File: src/rtl/fault_injector_pkg.sv
// Shared encodings for the voter fault-campaign driver: FSM states, fault kinds,
// counter saturation value and LFSR seed.
package fault_injector_pkg;

  typedef enum logic [1:0] {
    IDLE   = 2'd0,
    ARM    = 2'd1,
    ACTIVE = 2'd2,
    REPORT = 2'd3
  } fi_state_e;

  typedef enum logic [1:0] {
    KIND_SA0  = 2'b00,
    KIND_SA1  = 2'b01,
    KIND_FLIP = 2'b10,
    KIND_RSVD = 2'b11
  } fi_kind_e;

  localparam logic [15:0] CNT_SAT   = 16'hFFFF;
  localparam logic [15:0] LFSR_SEED = 16'hACE1;

endpackage

File: src/rtl/fault_injector_lfsr16.sv
// 16-bit Fibonacci LFSR (taps 16,14,13,11) used to pick random injection targets.
module fi_lfsr16
  import fault_injector_pkg::*;
(
  input  logic        clk,
  input  logic        reset,
  output logic [15:0] lfsr
);

  logic fb;

  assign fb = lfsr[15] ^ lfsr[13] ^ lfsr[12] ^ lfsr[10];

  always_ff @(posedge clk) begin
    if (reset) begin
      lfsr <= LFSR_SEED;
    end else begin
      lfsr <= {lfsr[14:0], fb};
    end
  end

endmodule

File: src/rtl/fault_injector.sv
// Fault-campaign driver for the redundant ALU voter: injects one masked fault and
// times how long the voter takes to isolate it. Define FI_LFSR_EN for LFSR-chosen targets.
module fault_injector
  import fault_injector_pkg::*;
#(
  parameter int NREP    = 5,
  parameter int WIDTH   = 32,
  parameter int TIMEOUT = 16
) (
  input  logic                  clk,
  input  logic                  reset,
  input  logic                  start,
  input  logic [2:0]            tgt_rep,
  input  logic [4:0]            tgt_bit,
  input  logic [1:0]            kind,
  input  logic [NREP*WIDTH-1:0] rep_enable,
  output logic [NREP*WIDTH-1:0] and_mask,
  output logic [NREP*WIDTH-1:0] or_mask,
  output logic [NREP*WIDTH-1:0] xor_mask,
  output logic                  busy,
  output logic                  done,
  output logic                  detected,
  output logic                  pre_masked,
  output logic [7:0]            latency,
  output logic                  err,
  output logic [15:0]           inj_count,
  output logic [15:0]           det_count
);

  localparam int NBITS = NREP * WIDTH;
  localparam int IDX_W = $clog2(NBITS);

  function automatic logic [15:0] sat_inc(input logic [15:0] v);
    return (v == CNT_SAT) ? v : v + 16'd1;
  endfunction

  fi_state_e          state, state_nx;
  fi_kind_e           kind_q;
  logic [2:0]         rep_q;
  logic [4:0]         bit_q;
  logic [7:0]         cnt_q;
  logic [7:0]         cnt_inc;
  logic [IDX_W-1:0]   tgt_idx;
  logic               tgt_en;
  logic               tout;
  logic [2:0]         sel_rep;
  logic [4:0]         sel_bit;
  logic               start_bad;
  logic [NBITS-1:0]   and_nx, or_nx, xor_nx;

`ifdef FI_LFSR_EN
  logic [15:0] lfsr;
  logic        unused_sink;

  fi_lfsr16 u_lfsr (
    .clk   (clk),
    .reset (reset),
    .lfsr  (lfsr)
  );

  // Target ports are ignored in this build; only the kind can be rejected.
  assign unused_sink = ^{lfsr[15:8], tgt_rep, tgt_bit};

  always_comb begin
    sel_rep   = 3'(int'(lfsr[2:0]) % NREP);
    sel_bit   = lfsr[7:3];
    start_bad = (kind == KIND_RSVD);
  end
`else
  always_comb begin
    sel_rep   = tgt_rep;
    sel_bit   = tgt_bit;
    start_bad = (int'(tgt_rep) >= NREP) || (kind == KIND_RSVD);
  end
`endif

  assign tgt_idx = IDX_W'(rep_q) * IDX_W'(WIDTH) + IDX_W'(bit_q);
  assign tgt_en  = rep_enable[tgt_idx];
  assign cnt_inc = cnt_q + 8'd1;
  assign tout    = (cnt_inc == 8'(TIMEOUT));
  assign busy    = (state != IDLE);

  always_comb begin
    state_nx = state;
    case (state)
      IDLE:    if (start && !start_bad) state_nx = ARM;
      ARM:     state_nx = tgt_en ? ACTIVE : REPORT;
      // Detection takes priority when it coincides with the timeout.
      ACTIVE:  if (!tgt_en || tout) state_nx = REPORT;
      REPORT:  state_nx = IDLE;
      default: state_nx = IDLE;
    endcase
  end

  // Masks are registered against the next state so they are live exactly in ACTIVE.
  always_comb begin
    and_nx = '1;
    or_nx  = '0;
    xor_nx = '0;
    if (state_nx == ACTIVE) begin
      case (kind_q)
        KIND_SA0:  and_nx[tgt_idx] = 1'b0;
        KIND_SA1:  or_nx[tgt_idx]  = 1'b1;
        KIND_FLIP: xor_nx[tgt_idx] = 1'b1;
        default:   ;
      endcase
    end
  end

  always_ff @(posedge clk) begin
    if (reset) begin
      state      <= IDLE;
      and_mask   <= '1;
      or_mask    <= '0;
      xor_mask   <= '0;
      done       <= 1'b0;
      detected   <= 1'b0;
      pre_masked <= 1'b0;
      latency    <= 8'd0;
      err        <= 1'b0;
      inj_count  <= 16'd0;
      det_count  <= 16'd0;
    end else begin
      state    <= state_nx;
      and_mask <= and_nx;
      or_mask  <= or_nx;
      xor_mask <= xor_nx;
      done     <= 1'b0;
      err      <= 1'b0;

      if (state == IDLE && start) begin
        if (start_bad) begin
          err <= 1'b1;
        end
      end

      if (state_nx == REPORT) begin
        done      <= 1'b1;
        inj_count <= sat_inc(inj_count);
        if (state == ARM) begin
          detected   <= 1'b1;
          pre_masked <= 1'b1;
          latency    <= 8'd0;
          det_count  <= sat_inc(det_count);
        end else begin
          pre_masked <= 1'b0;
          if (!tgt_en) begin
            detected  <= 1'b1;
            latency   <= cnt_inc;
            det_count <= sat_inc(det_count);
          end else begin
            detected <= 1'b0;
            latency  <= 8'(TIMEOUT);
          end
        end
      end
    end
  end

  // Target latch and cycle counter carry no reset; they are only read once loaded.
  always_ff @(posedge clk) begin
    if (state == IDLE && start && !start_bad) begin
      rep_q  <= sel_rep;
      bit_q  <= sel_bit;
      kind_q <= fi_kind_e'(kind);
    end
    if (state == ARM) begin
      cnt_q <= 8'd0;
    end else if (state == ACTIVE) begin
      cnt_q <= cnt_inc;
    end
  end

endmodule

File: config.mk
export PLATFORM = sky130hd
export DESIGN_NAME = fault_injector
export DESIGN_NICKNAME = d
export VERILOG_FILES = /design/src/rtl/fault_injector_pkg.sv /design/src/rtl/fault_injector_lfsr16.sv /design/src/rtl/fault_injector.sv
export SDC_FILE = /design/constraint.sdc
export NUM_CORES = 1
export LEC_CHECK = 0
export CORE_AREA = 10 10 266 268
export CTS_CLUSTER_SIZE = 20
export DETAILED_ROUTE_END_ITERATION = 8
export DIE_AREA = 0 0 276 278
export HOLD_SLACK_MARGIN = 0.05
export PLACE_DENSITY = 0.53
export REMOVE_ABC_BUFFERS = 1
export SLEW_MARGIN = 10
export SYNTH_ARGS = -nofsm -noshare
export SYNTH_HDL_FRONTEND = slang
export SYNTH_SLANG_ARGS = --single-unit
export TNS_END_PERCENT = 1
File: constraint.sdc
create_clock -name clk -period 3.79 [get_ports clk]
set_input_delay 0.758 -clock clk [delete_from_list [all_inputs] [get_ports clk]]
set_output_delay 0.758 -clock clk [all_outputs]
set_load 0.005 [all_outputs]
==> results of run 1 <==
[worst paths after layout]
path | startpoint | slack, ns | to | cells after the start
max reg2reg | bit_q[0] | 0.41 | inj_count[11] | 12
min | reset | 0.37 | state[1] | 2
min reg2reg | latency[7] | 0.47 | latency[7] | 2
max | bit_q[0] | 0.41 | inj_count[11] | 12
[synthesized netlist by cell type (9+ instances only)]
master / instances / area share, %
mux2i_1: 68 / 3.7
nor2b_1: 17 / 0.58
or4_1: 14 / 0.57
edfxtp_1: 10 / 1.6
nor3_1: 329 / 9.0
buf_2: 47 / 1.3
o21ai_0: 12 / 0.33
nand4_1: 169 / 5.8
nand3_1: 29 / 0.79
dfxtp_1: 534 / 58
nor2_1: 56 / 1.1
o31ai_1: 15 / 0.61
mux4_2: 9 / 1.1
inv_1: 11 / 0.23
a21oi_1: 26 / 0.71
nor4_1: 11 / 0.38
nand2b_1: 14 / 0.48
clkbuf_1: 156 / 3.2
nand2_1: 206 / 4.2
a22oi_1: 21 / 0.86
[power by group through the flow]
stage          Sequential [mW]  Clock [mW]  Combinational (mW)
5_1_grt                   5.92        6.35                4.76
2_1_floorplan             6.00           0                1.12
3_3_place_gp              6.03           0                4.38
6_report                  5.91        6.01                4.46
3_5_place_dp              6.03           0                4.44
4_1_cts                   5.91        6.13                4.45
[sequential cells by signal (all words and copies together), names as in the netlist]
register and flops:
done 1, kind_q 2, err 1, and_mask 160, xor_mask 160, or_mask 160
pre_masked 1, detected 1, latency 8, inj_count 16, cnt_q 8, state 2
bit_q 5, det_count 16, rep_q 3
[routing by layer]
layer	up-vias	part of all wire [%]
met2	675	50
met1	8359	40
met4	2	3.2
li1	7891	-
met5	-	0.015
met3	122	7.0
[cells by family after synthesis]
group / synth area share (%)
compound gates: 3.84
mux: 5.56
fa+ha+maj: 0.546
xor+xnor: 0.573
simple gates: 24.5
buf+inv: 4.97
flops: 60.0
[placed cells by master, fill, tap and decap left out, drive strengths merged, types with 14 or more instances in the layout]
cell,count
clkbuf,84
mux2i,68
o31ai,15
nand3,29
or4,14
dfxtp,534
nor2b,17
nor2,56
a21oi,26
nand2b,14
buf,111
nand4,170
nor3,329
clkdlybuf4s50,696
nand2,207
inv,15
a22oi,21
[cell type report]
class,count,area [sq um],share of cell area [%]
Clock inverter,22,335,1.16
Timing Repair Buffer,807,8060,28.0
Tap cell,864,1080,3.75
Clock buffer,84,1710,5.94
Sequential cell,544,11000,38.2
Inverter,11,41.3,0.143
Multi-Input combinational cell,1094,6580,22.8
[through the flow]
step | setup WS, ns | setup TNS, ns | std cells
6_report | 0.410 | 0 | 3426
5_1_grt | 0.215 | 0 | 3426
4_1_cts | 0.379 | 0 | 3426
3_5_place_dp | -0.0608 | -0.570 | 3320
3_3_place_gp | -0.0650 | -0.220 | 3320
2_1_floorplan | -7.19 | -2365.97 | 1649
==> impl_metrics.yaml, run 1 <==
status:
  status: "finished clean"
cts:
  post_cts_resized: 0
  clk_pin_slew_ns: 0.06
  cts_hold_buf: 0
  clock_latency_ns: 0.61
  clock-sinks: 544
  clk_path_buf_depth: 3
  h-tree-depth: 2
  root_buffer: "clkbuf_16"
  cts_tree: "done"
  cts_setup_buffers: 0
  cts_buffers: 57
pwr:
  p_total_mw: 16.4
  power_frac_comb_pct: 27.2
  sw_frac_of_total_pct: 32.9
  seqPwrFrac_pct: 36.1
  irDropWorstVdd_v: 0.000481
  switchingPower_mw: 5.38
  cellPowerDensity_mw_per_mm2: 569
  cellLeakagePower_nw: 9.91
  p_int_mw: 11.0
  clock_power_share_pct: 36.7
synthesis:
  synthFlopType: "dfxtp_1"
  synth-seq-area-share_pct: 60.0
  synth-seq-cells: 544
  synth.distinct_cells: 58
  syn_area_per_cell_sq_um: 9.86
  synth_edf_count: 10
  syn-cell-area_sq_mm: 0.0183
  async_reset_ff_share_pct: 0
  synthCells: 1858
  ys_warn_count: 0
setup_path:
  critPathMaxStageDelay_ns: 0.37
  criticalPathCategory: "reg2reg"
  crit_required_ns: 4.28
  path_cells: "buf_12, buf_12, mux2i_1, a21oi_1, a31oi_1, a41oi_1, buf_4, a211oi_1, nor3_2, buf_12, nor4_1, mux2_1"
  critical-path-slowest-cell: "edfxtp_1"
  critPathCaptureType: "flop"
  start_kind: "flop"
  path_buf_inv: 4
  crit_top_cell: "buf_12"
  critPathMaxFanout: 57
  crit_family: "compound AO/OA/AOI/OAI gates"
  cp.arrival_ns: 3.87
worst_hold_path:
  hold_path_class: "in2reg"
die:
  pin_count: 698
  fp-row-count: 94
  die_h_um: 278
  core_area_sq_mm: 0.0654
  initial_core_util_pct: 28.0
  die-area_sq_mm: 0.0767
  die_w_um: 276
detailed_routing:
  wirelength_um: 84100
  drt_first_iter_violations: 1199
  drc: 0
  vias_per_cell: 4.98
  ant_nets: 0
  routedWlPerCell_um: 24.6
  firstDrtPassIters: 5
  route.vias.total: 17000
cells_and_area:
  final_area_sq_mm: 0.0288
  antenna_cells: 0
  fin_util_pct: 44.0
  nets: 2696
  area_growth_pct: 57.1
  n_fill_cell: 6203
  drive_gt1_share_pct: 10.1
placed_design:
  port_buffers: 697
  post_dp_cell_area_sq_mm: 0.0268
  dpl.hpwl_um: 61500
  gp_congestion: 0.858
global_route:
  grt_max_degree: 87
  grt_pass1_vias: 17100
  grt_overflow_total: 0
  met3_usage_pct: 5.48
  grt_usage_pct: 20.5
  grt_util_met1_pct: 23.6
  grt_pass1_wl_um: 121000
  use_met2_pct: 36.5
  top_usage_layer: "met2"
  antenna_found_initial: 1
timing:
  tightest_slew_ns: 1.10
  slew_headroom_pct: 26.5
  rsz0062_at_grt: "false"
  hold_viol: 0
  setup_viol: 0
  fmax_mhz: 296
  fin_crit_ns: 3.38
  skew_ns: 0.0159
  fin_crit_sh_pct: 89.2
  fin_hold_ws_ns: 0.375
  finalMaxSlewViolations: 0
job:
  drv_cap: 0
Power figures use the tool's default switching activity.
==> run 2: changes to the inputs <==
MAX_ROUTING_LAYER = met4   (was unset)
==> impl_metrics.yaml, run 2 (synthesis gave the netlist of run 1 again) <==
status:
  status: "finished clean"
pwr:
  sw_frac_of_total_pct: 32.8
  cellLeakagePower_nw: 9.91
  seqPwrFrac_pct: 36.1
  switchingPower_mw: 5.37
  p_total_mw: 16.4
  power_frac_comb_pct: 27.2
  clock_power_share_pct: 36.7
  cellPowerDensity_mw_per_mm2: 568
  p_int_mw: 11.0
  irDropWorstVdd_v: 0.000480
cts:
  cts_buffers: 57
  post_cts_resized: 0
  clk_path_buf_depth: 3
  clock_latency_ns: 0.61
  cts_hold_buf: 0
  h-tree-depth: 2
  root_buffer: "clkbuf_16"
  cts_setup_buffers: 0
  clock-sinks: 544
  cts_tree: "done"
  clk_pin_slew_ns: 0.06
setup_path:
  crit_top_cell: "buf_4"
  r2r-end: "latency[5]"
  criticalPathCategory: "reg2reg"
  setup.worst_path.end: "latency[5]"
  path_cells: "buf_4, nor2b_1, buf_4, a22oi_1, nand3_1, a41oi_1, buf_4, a211oi_1, buf_4, nor4_1, nand2_1, o21ai_0"
  critPathCaptureType: "flop"
  path_buf_inv: 4
  r2r_start: "bit_q[3]"
  critical-path-slowest-cell: "nor4_1"
  r2r_slack_ns: 0.42
  crit_family: "simple AND/OR/NAND/NOR gates"
  start_kind: "flop"
  crit_start: "bit_q[3]"
  cp.depth: 12
  critPathMaxFanout: 9
  worst-r2r-cell-count: 12
  cp.arrival_ns: 3.90
  critPathMaxStageDelay_ns: 0.90
  crit_required_ns: 4.32
timing:
  fin_hold_ws_ns: 0.378
  finalWorstSetupSlack_ns: 0.417
  fmax_mhz: 296
  hold_viol: 0
  fin_crit_ns: 3.37
  fin_crit_sh_pct: 89.0
  rsz0062_at_grt: "false"
  slew_headroom_pct: 27.5
  finalMaxSlewViolations: 0
  skew_ns: 0.0148
  setup_viol: 0
  tightest_slew_ns: 1.08
die:
  fp-row-count: 94
  pin_count: 698
  die-area_sq_mm: 0.0767
  die_h_um: 278
  initial_core_util_pct: 28.0
  core_area_sq_mm: 0.0654
  die_w_um: 276
global_route:
  grt_max_degree: 87
  grt_pass1_wl_um: 120000
  antenna_found_initial: 0
  grt_usage_pct: 21.1
  grt_pass1_vias: 17100
  grt_overflow_total: 0
detailed_routing:
  drt_first_iter_violations: 1237
  route.vias.total: 17000
  vias_per_cell: 4.97
  ant_nets: 0
  routedWlPerCell_um: 24.5
  drc: 0
  firstDrtPassIters: 5
  wirelength_um: 84100
placed_design:
  post_dp_cell_area_sq_mm: 0.0268
  dpl.hpwl_um: 61500
  gp_congestion: 0.872
  port_buffers: 697
  pre_cts_slack_ns: -0.0608
worst_hold_path:
  hold_path_class: "in2reg"
cells_and_area:
  antenna_cells: 0
  final_area_sq_mm: 0.0288
  fin_util_pct: 44.0
  largestRegisters: "and_mask: 160 flops, or_mask: 160 flops, xor_mask: 160 flops"
  area_growth_pct: 57.1
  nets: 2696
  drive_gt1_share_pct: 10.1
  final_common_cell: "clkdlybuf4s50_1"
  mostFrequentLayoutCells: "clkdlybuf4s50_1, dfxtp_1, nor3_1"
job:
  drv_cap: 0
run 2: cell type report:
type | instances | area (sq um)
clock buffers | 84 | 1710
clock inverters | 22 | 335
fillers | 6203 | 36600
inverters | 11 | 41.3
multi-input cells | 1094 | 6580
flip-flops and latches | 544 | 11000
well taps | 864 | 1080
repair buffers | 807 | 8060
run 2: how the worst min path moves through the flow:
stage                     startpoint         end  slack [ns]  cells after the start
after floorplan           latency[1]  latency[1]        0.45                      2
after detailed placement  latency[7]  latency[7]        0.45                      2
after global placement    latency[7]  latency[7]        0.45                      2
final                          reset    state[1]        0.38                      2
after global routing           reset    state[1]        0.36                      2
after CTS                      reset    state[1]        0.34                      2
run 2: metal layers:
| metal | part of all wire (%) | vias up | track usage (%) |
|---|---|---|---|
| li1 | - | 7893 | - |
| met1 | 41 | 8301 | 24.1 |
| met2 | 50 | 728 | 36.6 |
| met3 | 6.3 | 121 | 4.72 |
| met4 | 3.1 | 0 | 6.32 |
| met5 | 0 | - | - |
run 2: power by group through the flow:
| stage | clock [mW] | combinational [mW] | sequential, mW |
|---|---|---|---|
| final | 6.00 | 4.45 | 5.91 |
| after global routing | 6.36 | 4.76 | 5.92 |
| after CTS | 6.13 | 4.45 | 5.91 |
| after detailed placement | 0 | 4.44 | 6.03 |
| after global placement | 0 | 4.38 | 6.03 |
| after floorplan | 0 | 1.12 | 6.00 |
run 2: worst reg2reg max path: stages (launching register included):
cell and delay, ns:
edfxtp_1 0.55, buf_4 0.29, nor2b_1 0.10, buf_4 0.17
a22oi_1 0.22, nand3_1 0.13, a41oi_1 0.29, buf_4 0.18
a211oi_1 0.09, buf_4 0.15, nor4_1 0.90, nand2_1 0.11
o21ai_0 0.11
run 2: per-stage QoR:
step,TNS (ns),cells
final,0,3426
after global routing,0,3426
after CTS,0,3426
after detailed placement,-0.570,3320
after global placement,-0.220,3320
after floorplan,-2365.97,1649
==> run 3: changes to the inputs <==
CAP_MARGIN = 15   (was unset)
CELL_PAD_IN_SITES_DETAIL_PLACEMENT = 1   (was unset)
CELL_PAD_IN_SITES_GLOBAL_PLACEMENT = 1   (was unset)
CTS_BUF_LIST = sky130_fd_sc_hd__clkbuf_16   (was unset)
PLACE_DENSITY = 0.69   (was 0.53)
==> impl_metrics.yaml, run 3 (synthesis gave the netlist of run 1 again) <==
status:
  status: "finished clean"
setup_path:
  worst-r2r-cell-count: 10
  criticalPathCategory: "reg2reg"
  crit_required_ns: 4.27
  r2r_slack_ns: 0.13
  r2r-end: "inj_count[7]"
  start_kind: "flop"
  cp.arrival_ns: 4.14
  r2r_start: "bit_q[0]"
  critPathMaxFanout: 36
  critPathCaptureType: "flop"
detailed_routing:
  wirelength_um: 87800
  drc: 0
  vias_per_cell: 5.04
  route.vias.total: 17300
  ant_nets: 0
  routedWlPerCell_um: 25.6
  drt_first_iter_violations: 1050
  firstDrtPassIters: 5
pwr:
  switchingPower_mw: 5.32
  irDropWorstVdd_v: 0.000422
  seqPwrFrac_pct: 38.0
  cellPowerDensity_mw_per_mm2: 547
  cellLeakagePower_nw: 9.79
  p_int_mw: 10.2
  sw_frac_of_total_pct: 34.2
  power_frac_comb_pct: 28.8
  clock_power_share_pct: 33.2
worst_hold_path:
  whs_path_depth: 2
  hold_path_class: "reg2reg"
  hold_path_startpoint: "latency[7]"
  min_to: "latency[7]"
cts:
  clock_latency_ns: 0.59
  h-tree-depth: 2
  cts_buffers: 57
  clock-sinks: 544
  clk_pin_slew_ns: 0.06
  clk_path_buf_depth: 3
  root_buffer: "clkbuf_16"
  cts_hold_buf: 0
  cts_tree: "done"
die:
  fp-row-count: 94
  initial_core_util_pct: 28.0
  pin_count: 698
  core_area_sq_mm: 0.0654
  die_h_um: 278
  die_w_um: 276
  die-area_sq_mm: 0.0767
global_route:
  grt_pass1_vias: 18700
  grt_max_degree: 95
  antenna_found_initial: 0
  grt_usage_pct: 22.4
  grt_pass1_wl_um: 128000
  grt_overflow_total: 0
placed_design:
  gp_congestion: 0.913
  dpl.hpwl_um: 65300
  post_dp_cell_area_sq_mm: 0.0267
  placed_cells: 3326
  port_buffers: 697
cells_and_area:
  mostFrequentLayoutCells: "clkdlybuf4s50_1, dfxtp_1, nor3_1"
  fin_cells: 3425
  fin_util_pct: 43.5
  final_area_sq_mm: 0.0284
  nets: 2702
  antenna_cells: 0
  area_growth_pct: 55.1
  largestRegisters: "and_mask: 160 flops, or_mask: 160 flops, xor_mask: 160 flops"
  drive_gt1_share_pct: 9.53
  final_common_cell: "clkdlybuf4s50_1"
timing:
  rsz0062_at_grt: "true"
  skew_ns: 0.0133
  tightest_slew_ns: 1.14
  fin_crit_ns: 3.66
  setup_viol: 0
  hold_viol: 0
  finalMaxSlewViolations: 0
  slew_headroom_pct: 23.7
  fmax_mhz: 273
  fin_crit_sh_pct: 96.7
  fin_tns_setup_ns: 0
job:
  drv_cap: 0
[run 3: cell count changes in the layout (fill, tap and decap cells not counted), sizes merged]
cell,delta
buf,+4
bufinv,-5
clkbuf,-26
clkdlybuf4s15,+1
clkdlybuf4s50,+1
clkinv,+13
clkinvlp,-1
inv,+12
[run 3: timing repair]
action	CTS	global route
gates resized for setup	1	1
cloned	0	0
endpoints found under the setup margin	6	22
buffers inserted	0	0
[run 3: power by group through the flow]
stage               registers (mW)  clock network, mW  logic [mW]
floorplan                     6.00                  0        1.12
global placement              6.03                  0        4.34
detailed placement            6.03                  0        4.48
CTS                           5.91               5.28        4.49
global route                  5.92               5.55        4.84
finish                        5.91               5.16        4.49
[run 3: per-stage QoR]
stage / setup WS (ns) / hold slack (ns) / power [mW]
floorplan: -7.19 / 0.449 / 7.12
global placement: -0.0459 / 0.437 / 10.4
detailed placement: -0.143 / 0.459 / 10.5
CTS: 0.0488 / 0.484 / 15.7
global route: -0.118 / 0.506 / 16.3
finish: 0.126 / 0.478 / 15.6
[run 3: per-layer routing]
metal  track usage (%)  vias up  part of all wire, %
li1                  -     7893                    -
met1              24.6     8492                   40
met2              37.8      691                   48
met3              6.13      177                  7.1
met4              9.57        0                  4.8
met5                 -        -                    0
[run 3: worst max path at each step]
stage,from,endpoint,slack (ns),cells past startpoint
CTS,bit_q[3],latency[3],0.05,8
finish,bit_q[0],inj_count[7],0.13,10
floorplan,bit_q[0],xor_mask[159],-7.19,7
global route,bit_q[0],latency[6],-0.12,11
detailed placement,rep_enable[50],latency[3],-0.14,9
global placement,rep_enable[48],inj_count[9],-0.05,9
[run 3: cell type report]
type	instances	area [sq um]
tap	864	1080
inverter	11	41.3
clock inverter	41	255
multi-input combinational	1094	6580
sequential	544	11000
fill	7234	37000
clock buffer	58	1450
timing repair buffer	813	8030
[run 3: worst max-delay path: stages (launching register included)]
cell	delay [ns]
edfxtp_1	0.46
buf_12	0.30
buf_4	0.21
mux4_2	0.50
mux2_2	0.31
nand3_1	0.11
nand4_1	0.18
a211oi_1	0.41
nor3_2	0.26
nor4b_2	0.41
mux2_1	0.37
